$ cat config.mk
export PLATFORM = sky130hd
export DESIGN_NAME = sopc_mem_arbiter
export DESIGN_NICKNAME = d
export VERILOG_FILES = /design/src/rtl/sopc_mem_arbiter_pkg.sv /design/src/rtl/sopc_mem_arbiter_starve_cnt.sv /design/src/rtl/sopc_mem_arbiter.sv
export SDC_FILE = /design/constraint.sdc
export NUM_CORES = 1
export LEC_CHECK = 0
export BUFFER_PORTS_ARGS = -buffer_cell sky130_fd_sc_hd__buf_2
export CORE_MARGIN = 3
export CORE_UTILIZATION = 40
export DETAILED_ROUTE_END_ITERATION = 7
export HOLD_SLACK_MARGIN = 0.12
export PLACE_DENSITY = 0.65
export SETUP_SLACK_MARGIN = 0.02
export SLEW_MARGIN = 20
export SYNTH_ARGS = -nofsm -noshare
export SYNTH_HDL_FRONTEND = slang
export SYNTH_SLANG_ARGS = --single-unit
$ cat constraint.sdc
create_clock -name clk -period 2 [get_ports clk]
set_clock_uncertainty 0.05 [all_clocks]
set_input_delay 0.4 -clock clk [delete_from_list [all_inputs] [get_ports clk]]
set_output_delay 0.4 -clock clk [all_outputs]
set_load 0.05 [all_outputs]
$ cat src/rtl/sopc_mem_arbiter_pkg.sv
`default_nettype none
// ============================================================================
//  Module   : sopc_mem_arbiter_pkg
//  Purpose  : Shared types, defaults and the grant-selection helper for the
//             single-port memory arbiter of openmips_min_sopc.
//  Contents : arb_state_e  - 2-bit FSM state encoding
//             arb_gnt_e    - grant identifier (instruction / data port)
//             pick_grant() - priority selection with starvation override
//  Revision : 1.0  initial release
// ============================================================================
package sopc_mem_arbiter_pkg;

    // Default configuration.
    localparam int unsigned DEF_MEM_LAT    = 1;
    localparam int unsigned DEF_STARVE_MAX = 4;

    // Starvation counter must hold STARVE_MAX up to 15.
    localparam int unsigned STARVE_W = 4;
    // Latency counter counts 0..MEM_LAT-1 with MEM_LAT up to 4.
    localparam int unsigned LAT_W    = 3;

    // Fetches always access a full word.
    localparam logic [3:0] SEL_FETCH = 4'b1111;

    typedef enum logic [1:0] {
        ST_IDLE  = 2'd0,
        ST_ISSUE = 2'd1,
        ST_WAIT  = 2'd2,
        ST_ACK   = 2'd3
    } arb_state_e;

    typedef enum logic {
        GNT_INST = 1'b0,
        GNT_DATA = 1'b1
    } arb_gnt_e;

    // Data wins unless the fetch port is also waiting and has already been
    // passed over the maximum number of times.
    function automatic arb_gnt_e pick_grant(
        input logic if_req,
        input logic dm_req,
        input logic starved
    );
        if (dm_req && !(if_req && starved)) begin
            return GNT_DATA;
        end
        return GNT_INST;
    endfunction

endpackage : sopc_mem_arbiter_pkg
`default_nettype wire

$ cat src/rtl/sopc_mem_arbiter_starve_cnt.sv
`default_nettype none
// ============================================================================
//  Module   : sopc_mem_arbiter_starve_cnt
//  Purpose  : Saturating counter tracking consecutive data grants issued while
//             a fetch request is waiting.
//  Ports    : clk       in   system clock
//             rst_n     in   asynchronous reset, active-low
//             inc_i     in   count one passed-over fetch (saturates at MAX)
//             clr_i     in   clear to zero (wins over inc_i)
//             at_max_o  out  counter equals MAX
//  Revision : 1.0  initial release
// ============================================================================
module sopc_mem_arbiter_starve_cnt
    import sopc_mem_arbiter_pkg::*;
#(
    parameter int unsigned MAX   = DEF_STARVE_MAX,
    parameter int unsigned CNT_W = STARVE_W
) (
    input  logic clk,
    input  logic rst_n,
    input  logic inc_i,
    input  logic clr_i,
    output logic at_max_o
);

    localparam logic [CNT_W-1:0] C_MAX = CNT_W'(MAX);
    localparam logic [CNT_W-1:0] C_ONE = CNT_W'(1);

    logic [CNT_W-1:0] cnt_q;
    logic [CNT_W-1:0] cnt_d;

    always_comb begin
        cnt_d = cnt_q;
        if (clr_i) begin
            cnt_d = '0;
        end else if (inc_i && (cnt_q != C_MAX)) begin
            cnt_d = cnt_q + C_ONE;
        end
    end

    always_ff @(posedge clk or negedge rst_n) begin
        if (!rst_n) begin
            cnt_q <= '0;
        end else begin
            cnt_q <= cnt_d;
        end
    end

    assign at_max_o = (cnt_q == C_MAX);

endmodule : sopc_mem_arbiter_starve_cnt
`default_nettype wire

$ cat src/rtl/sopc_mem_arbiter.sv
`default_nettype none
// ============================================================================
//  Module   : sopc_mem_arbiter
//  Purpose  : Shares one single-port synchronous memory between the CPU
//             instruction-fetch port and data port. Each request becomes one
//             fixed-latency memory access: IDLE -> ISSUE -> WAIT -> ACK.
//             Data has priority; a starvation bound guarantees fetch progress.
//  Ports    : clk, rst_n            clock, asynchronous active-low reset
//             if_req_i/if_addr_i    fetch request and address (held until ack)
//             if_ack_o/if_rdata_o   fetch completion pulse, registered word
//             dm_req_i/dm_we_i/dm_sel_i/dm_addr_i/dm_wdata_i
//                                   data request fields (held until ack)
//             dm_ack_o/dm_rdata_o   data completion pulse, registered word
//             mem_ce_o/mem_we_o/mem_sel_o/mem_addr_o/mem_wdata_o
//                                   memory strobe and fields (zero when idle)
//             mem_rdata_i           memory read data, valid MEM_LAT after ce
//             stallreq_o            pipeline stall while a request is pending
//  Revision : 1.0  initial release
// ============================================================================
module sopc_mem_arbiter
    import sopc_mem_arbiter_pkg::*;
#(
    parameter int unsigned ADDR_W     = 32,
    parameter int unsigned DATA_W     = 32,
    parameter int unsigned MEM_LAT    = DEF_MEM_LAT,     // 1..4
    parameter int unsigned STARVE_MAX = DEF_STARVE_MAX   // 1..15
) (
    input  logic              clk,
    input  logic              rst_n,
    // instruction-fetch port
    input  logic              if_req_i,
    input  logic [ADDR_W-1:0] if_addr_i,
    output logic              if_ack_o,
    output logic [DATA_W-1:0] if_rdata_o,
    // data port
    input  logic              dm_req_i,
    input  logic              dm_we_i,
    input  logic [3:0]        dm_sel_i,
    input  logic [ADDR_W-1:0] dm_addr_i,
    input  logic [DATA_W-1:0] dm_wdata_i,
    output logic              dm_ack_o,
    output logic [DATA_W-1:0] dm_rdata_o,
    // memory port
    output logic              mem_ce_o,
    output logic              mem_we_o,
    output logic [3:0]        mem_sel_o,
    output logic [ADDR_W-1:0] mem_addr_o,
    output logic [DATA_W-1:0] mem_wdata_o,
    input  logic [DATA_W-1:0] mem_rdata_i,
    // pipeline control
    output logic              stallreq_o
);

    // Last WAIT cycle: the memory word is valid during it.
    localparam logic [LAT_W-1:0] LAT_LAST = LAT_W'(MEM_LAT - 1);
    localparam logic [LAT_W-1:0] LAT_ONE  = LAT_W'(1);

    arb_state_e        state_q,    state_d;
    arb_gnt_e          gnt_q,      gnt_d;
    logic              we_q,       we_d;
    logic [3:0]        sel_q,      sel_d;
    logic [ADDR_W-1:0] addr_q,     addr_d;
    logic [DATA_W-1:0] wdata_q,    wdata_d;
    logic [LAT_W-1:0]  lat_q,      lat_d;
    logic [DATA_W-1:0] if_rdata_q, if_rdata_d;
    logic [DATA_W-1:0] dm_rdata_q, dm_rdata_d;

    logic     starve_inc;
    logic     starve_clr;
    logic     starve_at_max;
    arb_gnt_e pick;

    sopc_mem_arbiter_starve_cnt #(
        .MAX   (STARVE_MAX),
        .CNT_W (STARVE_W)
    ) u_starve_cnt (
        .clk      (clk),
        .rst_n    (rst_n),
        .inc_i    (starve_inc),
        .clr_i    (starve_clr),
        .at_max_o (starve_at_max)
    );

    // ------------------------------------------------------------------
    // Next-state logic
    // ------------------------------------------------------------------
    always_comb begin
        state_d    = state_q;
        gnt_d      = gnt_q;
        we_d       = we_q;
        sel_d      = sel_q;
        addr_d     = addr_q;
        wdata_d    = wdata_q;
        lat_d      = lat_q;
        if_rdata_d = if_rdata_q;
        dm_rdata_d = dm_rdata_q;
        starve_inc = 1'b0;
        starve_clr = 1'b0;
        pick       = pick_grant(if_req_i, dm_req_i, starve_at_max);

        unique case (state_q)
            ST_IDLE: begin
                // No fetch waiting: nothing is being starved.
                if (!if_req_i) begin
                    starve_clr = 1'b1;
                end
                if (if_req_i || dm_req_i) begin
                    gnt_d   = pick;
                    state_d = ST_ISSUE;
                    if (pick == GNT_DATA) begin
                        we_d       = dm_we_i;
                        sel_d      = dm_sel_i;
                        addr_d     = dm_addr_i;
                        wdata_d    = dm_wdata_i;
                        starve_inc = if_req_i;
                    end else begin
                        we_d       = 1'b0;
                        sel_d      = SEL_FETCH;
                        addr_d     = if_addr_i;
                        wdata_d    = '0;
                        starve_clr = 1'b1;
                    end
                end
            end

            ST_ISSUE: begin
                lat_d   = '0;
                state_d = ST_WAIT;
            end

            ST_WAIT: begin
                if (lat_q == LAT_LAST) begin
                    state_d = ST_ACK;
                    if (!we_q) begin
                        if (gnt_q == GNT_INST) begin
                            if_rdata_d = mem_rdata_i;
                        end else begin
                            dm_rdata_d = mem_rdata_i;
                        end
                    end
                end else begin
                    lat_d = lat_q + LAT_ONE;
                end
            end

            // The acked requester still shows req here, so no arbitration.
            ST_ACK: begin
                state_d = ST_IDLE;
            end

            default: begin
                state_d = ST_IDLE;
            end
        endcase
    end

    // ------------------------------------------------------------------
    // State registers
    // ------------------------------------------------------------------
    always_ff @(posedge clk or negedge rst_n) begin
        if (!rst_n) begin
            state_q    <= ST_IDLE;
            gnt_q      <= GNT_INST;
            we_q       <= 1'b0;
            sel_q      <= '0;
            addr_q     <= '0;
            wdata_q    <= '0;
            lat_q      <= '0;
            if_rdata_q <= '0;
            dm_rdata_q <= '0;
        end else begin
            state_q    <= state_d;
            gnt_q      <= gnt_d;
            we_q       <= we_d;
            sel_q      <= sel_d;
            addr_q     <= addr_d;
            wdata_q    <= wdata_d;
            lat_q      <= lat_d;
            if_rdata_q <= if_rdata_d;
            dm_rdata_q <= dm_rdata_d;
        end
    end

    // ------------------------------------------------------------------
    // Outputs: memory fields are gated so the bus is all-zero when idle.
    // ------------------------------------------------------------------
    assign mem_ce_o    = (state_q == ST_ISSUE);
    assign mem_we_o    = mem_ce_o & we_q;
    assign mem_sel_o   = mem_ce_o ? sel_q   : '0;
    assign mem_addr_o  = mem_ce_o ? addr_q  : '0;
    assign mem_wdata_o = mem_ce_o ? wdata_q : '0;

    assign if_ack_o    = (state_q == ST_ACK) && (gnt_q == GNT_INST);
    assign dm_ack_o    = (state_q == ST_ACK) && (gnt_q == GNT_DATA);
    assign if_rdata_o  = if_rdata_q;
    assign dm_rdata_o  = dm_rdata_q;

    assign stallreq_o  = (if_req_i & ~if_ack_o) | (dm_req_i & ~dm_ack_o);

endmodule : sopc_mem_arbiter
`default_nettype wire
# Yosys cells after proc, flatten, opt, wreduce, memory -nomap -nowiden
# Index checks and enable logic that the tools add are counted.
# word_totals
regBits	143
input_bits	137
elab_cells	68
# classes
addsub	2
n_eq_ne	8
muxes	24
bitwise	8
n_reduce_logical	16
# op_table
cell	n
$mux 32	4
$mux 4	4
$mux 1	11
$pmux 2 s4	1
$reduce_and 4->1	2
$ne 2x2->1 const B	3
$pmux 3 s2	1
$reduce_and 2->1	3
$logic_and 1x1->1	5
$add 4x1->4 const B	1
$eq 2x2->1 const B	2
$eq 4x3->1 const B	1
$mux 2	2
$ne 4x3->1 const B	1
$not 1->1	4
$reduce_bool 2->1	2
$add 3x1->3 const B	1
$and 1x1->1	3
$logic_not 3->1	1
$mux 3	1
$eq 2x1->1 const B	1
$logic_not 2->1	1
$logic_not 1->1	1
$logic_or 1x1->1	1
$or 1x1->1	1

# Longest topological paths before layout
# depth
word_depth	12
ltp_mapped	8
mapped_depth_nobuf	5

# Modules after synthesis
# Synthesis repeated with hierarchy kept, for this count alone.
# hier_totals
cells_unflattened	540
hier_area_um2	6328.6
# modules_own_cells
mod	instances	cells_each	area_per_inst_um2
sopc_mem_arbiter	1	516	6094.6
sopc_mem_arbiter_starve_cnt	1	24	234.0

# Worst setup path after synthesis
# No wires, ideal clock.
# synth_path
path_type	register -> output
start	register state_q[0]
end	output port stallreq_o
t_arrival_ns	1.885
t_required_ns	1.550
slack_ns	-0.335
stages_incl_launch_ff	5
cell_sequence	dfrtp_1 ha_1 nor2b_1 nor2_1 a2bb2oi_1
# synth_between
elab_chain_cells	5
# synth_lines
element	line	text
start, declared	sopc_mem_arbiter.sv:58	arb_state_e state_q, state_d;
start signal, assigned	sopc_mem_arbiter.sv:172	state_q <= state_d;
$eq 2x2->1	sopc_mem_arbiter.sv:193	assign if_ack_o = (state_q == ST_ACK) && (gnt_q == GNT_INST);
$logic_and 1x1->1	sopc_mem_arbiter.sv:193	
net if_ack_o	sopc_mem_arbiter.sv:33	output logic if_ack_o,
$not 1->1	sopc_mem_arbiter.sv:198	assign stallreq_o = (if_req_i & ~if_ack_o) | (dm_req_i & ~dm_ack_o);
$and 1x1->1	sopc_mem_arbiter.sv:198	
$or 1x1->1	sopc_mem_arbiter.sv:198	
end, declared	sopc_mem_arbiter.sv:51	output logic stallreq_o
# The timed path passes the listed nets, and every way through them passes these cells.

# Worst setup path in the final report
# layout_path
start	register state_q[0]
end	output port stallreq_o
# layout_between
elab_chain_cells	5
# layout_lines
element	line
$eq 2x2->1 *	sopc_mem_arbiter.sv:193, sopc_mem_arbiter.sv:194
$logic_and 1x1->1, on equally long branches	sopc_mem_arbiter.sv:193, sopc_mem_arbiter.sv:194
$not 1->1	sopc_mem_arbiter.sv:198
$and 1x1->1	sopc_mem_arbiter.sv:198
$or 1x1->1 *	sopc_mem_arbiter.sv:198
# Every way passes the cells marked *; elsewhere a longest branch is shown, timed or not.

==> out/metrics.cfg <==
[finish]
final_area_sq_um = 9440
layout.cells.non_filler = 1036
final_cell_mix = 200 x buf_2, 142 x dfrtp_1, 69 x nand2_1
drive_gt1_frac = 0.561
layout_commonest_cell = buf_2
n_antenna_cell = 0
syn2layout_area_growth_pct = 46.4
nets = 957

[hold_path]
hold_depth = 2
min_path_type = in -> reg
holdCritStartpoint = dm_wdata_i[4]
hold_end = wdata_q[4]$_DFFE_PN0P_

[power_and_ir_drop]
p_comb_frac = 0.547
clock_power_share = 0.176
switching_share = 0.459
power.internal_uw = 10100
seqPwrFrac = 0.277
leakagePower_uw = 0.00453
p_per_area_nw_per_um2 = 1970
max-vdd-ir-drop_uv = 959
p_sw_uw = 8540

[critical_path]
worst-path-buf-inv = 1
cp-start-kind = flip-flop
endpoint_kind = output pin
worstPathArrival_ns = 1.65
cp.required_ns = 1.55
slowest_delay_ns = 0.44
timing.rr.end = if_rdata_o[10]$_DFFE_PN0P_
crit_type = reg -> out
path_cells = ha_2, nor2b_2, nor2_1, a2bb2oi_2, buf_6
slowest_stage = dfrtp_2
reg2reg_slack_ns = 0.14
r2r_start = lat_q[0]$_DFFE_PN0P_
critPathTopFamily = flip-flops
reg2reg_depth = 6
crit_fanout = 4

[synth]
ys_warn_count = 0
syn_inst = 546
ys_ff_latch = 143
avgSynthCellArea_sq_um = 11.8
synth_flop_cell = dfrtp_1
syn_nets = 691
syn-cell-area_sq_um = 6450
synth_cell_types = 34
async_reset_ff_frac = 1.00
synth.yosys.seq_area_share = 0.555
synth-edff-count = 0

[sta]
slew_viol_final = 0
setup_slack_ns = -0.0953
worst_pin_slew_ns = 0.409
finalCritPeriodShare = 1.05
relSlewSlack = 0.728
finalHoldViolCount = 0
hold_slack_ns = 0.165
rsz0062_at_grt = yes
max_clock_freq_mhz = 477
setup_viol = 70
min_period_ns = 2.10

[die]
rows = 45
ioPinCount = 274
die_area_sq_um = 17700
start_util = 0.416
die_w_um = 133
die_y_um = 133
core_sq_um = 15500

[place]
post_dp_cell_area_sq_um = 8170
place.gp.congestion = 0.815
place_inst = 1001
dp_slack_ns = 0.131
hpwlAfterDp_um = 12400
portBuffers = 273

[grt]
grtUsageTotal = 0.203
antenna_found_initial = 0
grt_pass1_vias = 5578
grt_pass1_wl_um = 28900
grt_max_degree = 40
grt_overflow = 0

[job]
cap_violations = 0

[status]
violations = negative setup slack
status = complete, but fails checks

[clocking]
clkLatencyLatePin_ns = 0.41
cts_max_level = 4
numClockSinks = 143
cts_buffer_depth = 2
cts.clk_slew.worst_paths_ns = 0.06
cts_buffers = 17
cts_tree = yes
cts_root_buf = clkbuf_16

[routing]
vias = 5346
first_pass_iters = 4
finalWirelength_um = 17900
drc_errors = 0
drt_iter0_drc = 229
ant_nets = 0
via_per_inst = 5.16
avgRoutedWirePerCell_um = 17.3

==> power groups by stage <==
| stage | clock network (uW) | logic, uW | registers (uW) |
|---|---|---|---|
| after global routing | 3510 | 10700 | 5330 |
| after floorplan | 0 | 4770 | 7320 |
| after global placement | 0 | 9100 | 5100 |
| after CTS | 3370 | 10100 | 5130 |
| final | 3280 | 10200 | 5160 |
| after detailed placement | 0 | 9260 | 5140 |
==> Yosys cell counts, types with 9 or more instances <==
cell type	count	area, sq um
buf_2	12	60.1
inv_1	9	33.8
nand4_1	33	206
o211ai_1	32	240
nand2_1	69	259
a22o_1	34	298
clkbuf_1	23	86.3
buf_6	9	101
mux2_1	9	101
and2_1	71	444
dfrtp_1	143	3580
mux2_2	57	642
==> registers in the layout, summed over array words and instances, names as in the netlist <==
signal,cells
wdata_q,32
we_q,1
gnt_q,1
lat_q,3
dm_rdata_o,32
addr_q,32
state_q,2
u_starve_cnt.cnt_q,4
sel_q,4
if_rdata_o,32
==> timing repair <==
item	in CTS	in global routing
cloned	1	0
pin swaps	2	1
endpoints found under the hold margin	35	0
endpoints found under the setup margin	71	72
hold buffers	1	0
gates resized for setup	158	35
setup buffers	1	0
==> worst register-to-register path, cell delays in order (launching register included) <==
cell and delay (ns):
dfrtp_1 0.41, inv_1 0.08, ha_1 0.21, nand2b_4 0.09, nor4b_4 0.28, buf_12 0.26
mux2_2 0.37
==> kinds of logic (layout without fill, tap and decap cells) <==
group                    count (synthesis)  in the layout  share of synthesized area
AO/OA/AOI/OAI                           80             80                      0.100
multiplexers                            69             69                      0.120
AND/OR/NAND/NOR                        190            190                      0.163
buffers and inverters                   56            335                     0.0462
adder cells (fa/ha/maj)                  8              8                     0.0155
flip-flops                             143            143                      0.555
==> how the worst max path moves through the flow <==
stage / startpoint / end / slack, ns / cells past startpoint
2_1_floorplan: state_q[0]$_DFFE_PN0P_ / stallreq_o / 0.09 / 3
3_3_place_gp: lat_q[0]$_DFFE_PN0P_ / if_rdata_o[3]$_DFFE_PN0P_ / 0.21 / 6
5_1_grt: state_q[0]$_DFFE_PN0P_ / stallreq_o / -0.18 / 5
3_5_place_dp: lat_q[0]$_DFFE_PN0P_ / if_rdata_o[7]$_DFFE_PN0P_ / 0.13 / 6
4_1_cts: state_q[0]$_DFFE_PN0P_ / stallreq_o / -0.13 / 5
6_report: state_q[0]$_DFFE_PN0P_ / stallreq_o / -0.1 / 5
==> cell type report <==
class                   instances  area, sq um
clock buffers                  20          467
clock inverters                12          156
fillers                      1217         6050
inverters                       9         33.8
multi-input cells             347         2710
flip-flops and latches        143         3580
well taps                     211          264
repair buffers                294         2230
==> metal layers <==
layer | track usage | part of all wire | vias to the layer above | routed length, um
li1 | - | - | 2465 | -
met1 | 0.264 | 0.43 | 2619 | 7740
met2 | 0.330 | 0.48 | 245 | 8650
met3 | 0.0570 | 0.072 | 17 | 1300
met4 | 0.0606 | 0.013 | 0 | 231
met5 | 0 | 0 | - | 0
==> per-stage QoR <==
stage / total power (uW) / TNS (ns) / util
2_1_floorplan: 12100 / 0 / -
3_3_place_gp: 14200 / 0 / 0.528
3_5_place_dp: 14400 / 0 / 0.528
4_1_cts: 18600 / -5.54 / 0.603
5_1_grt: 19600 / -10.15 / 0.610
6_report: 18600 / -4.00 / 0.610
Power figures use the tool's default switching activity.
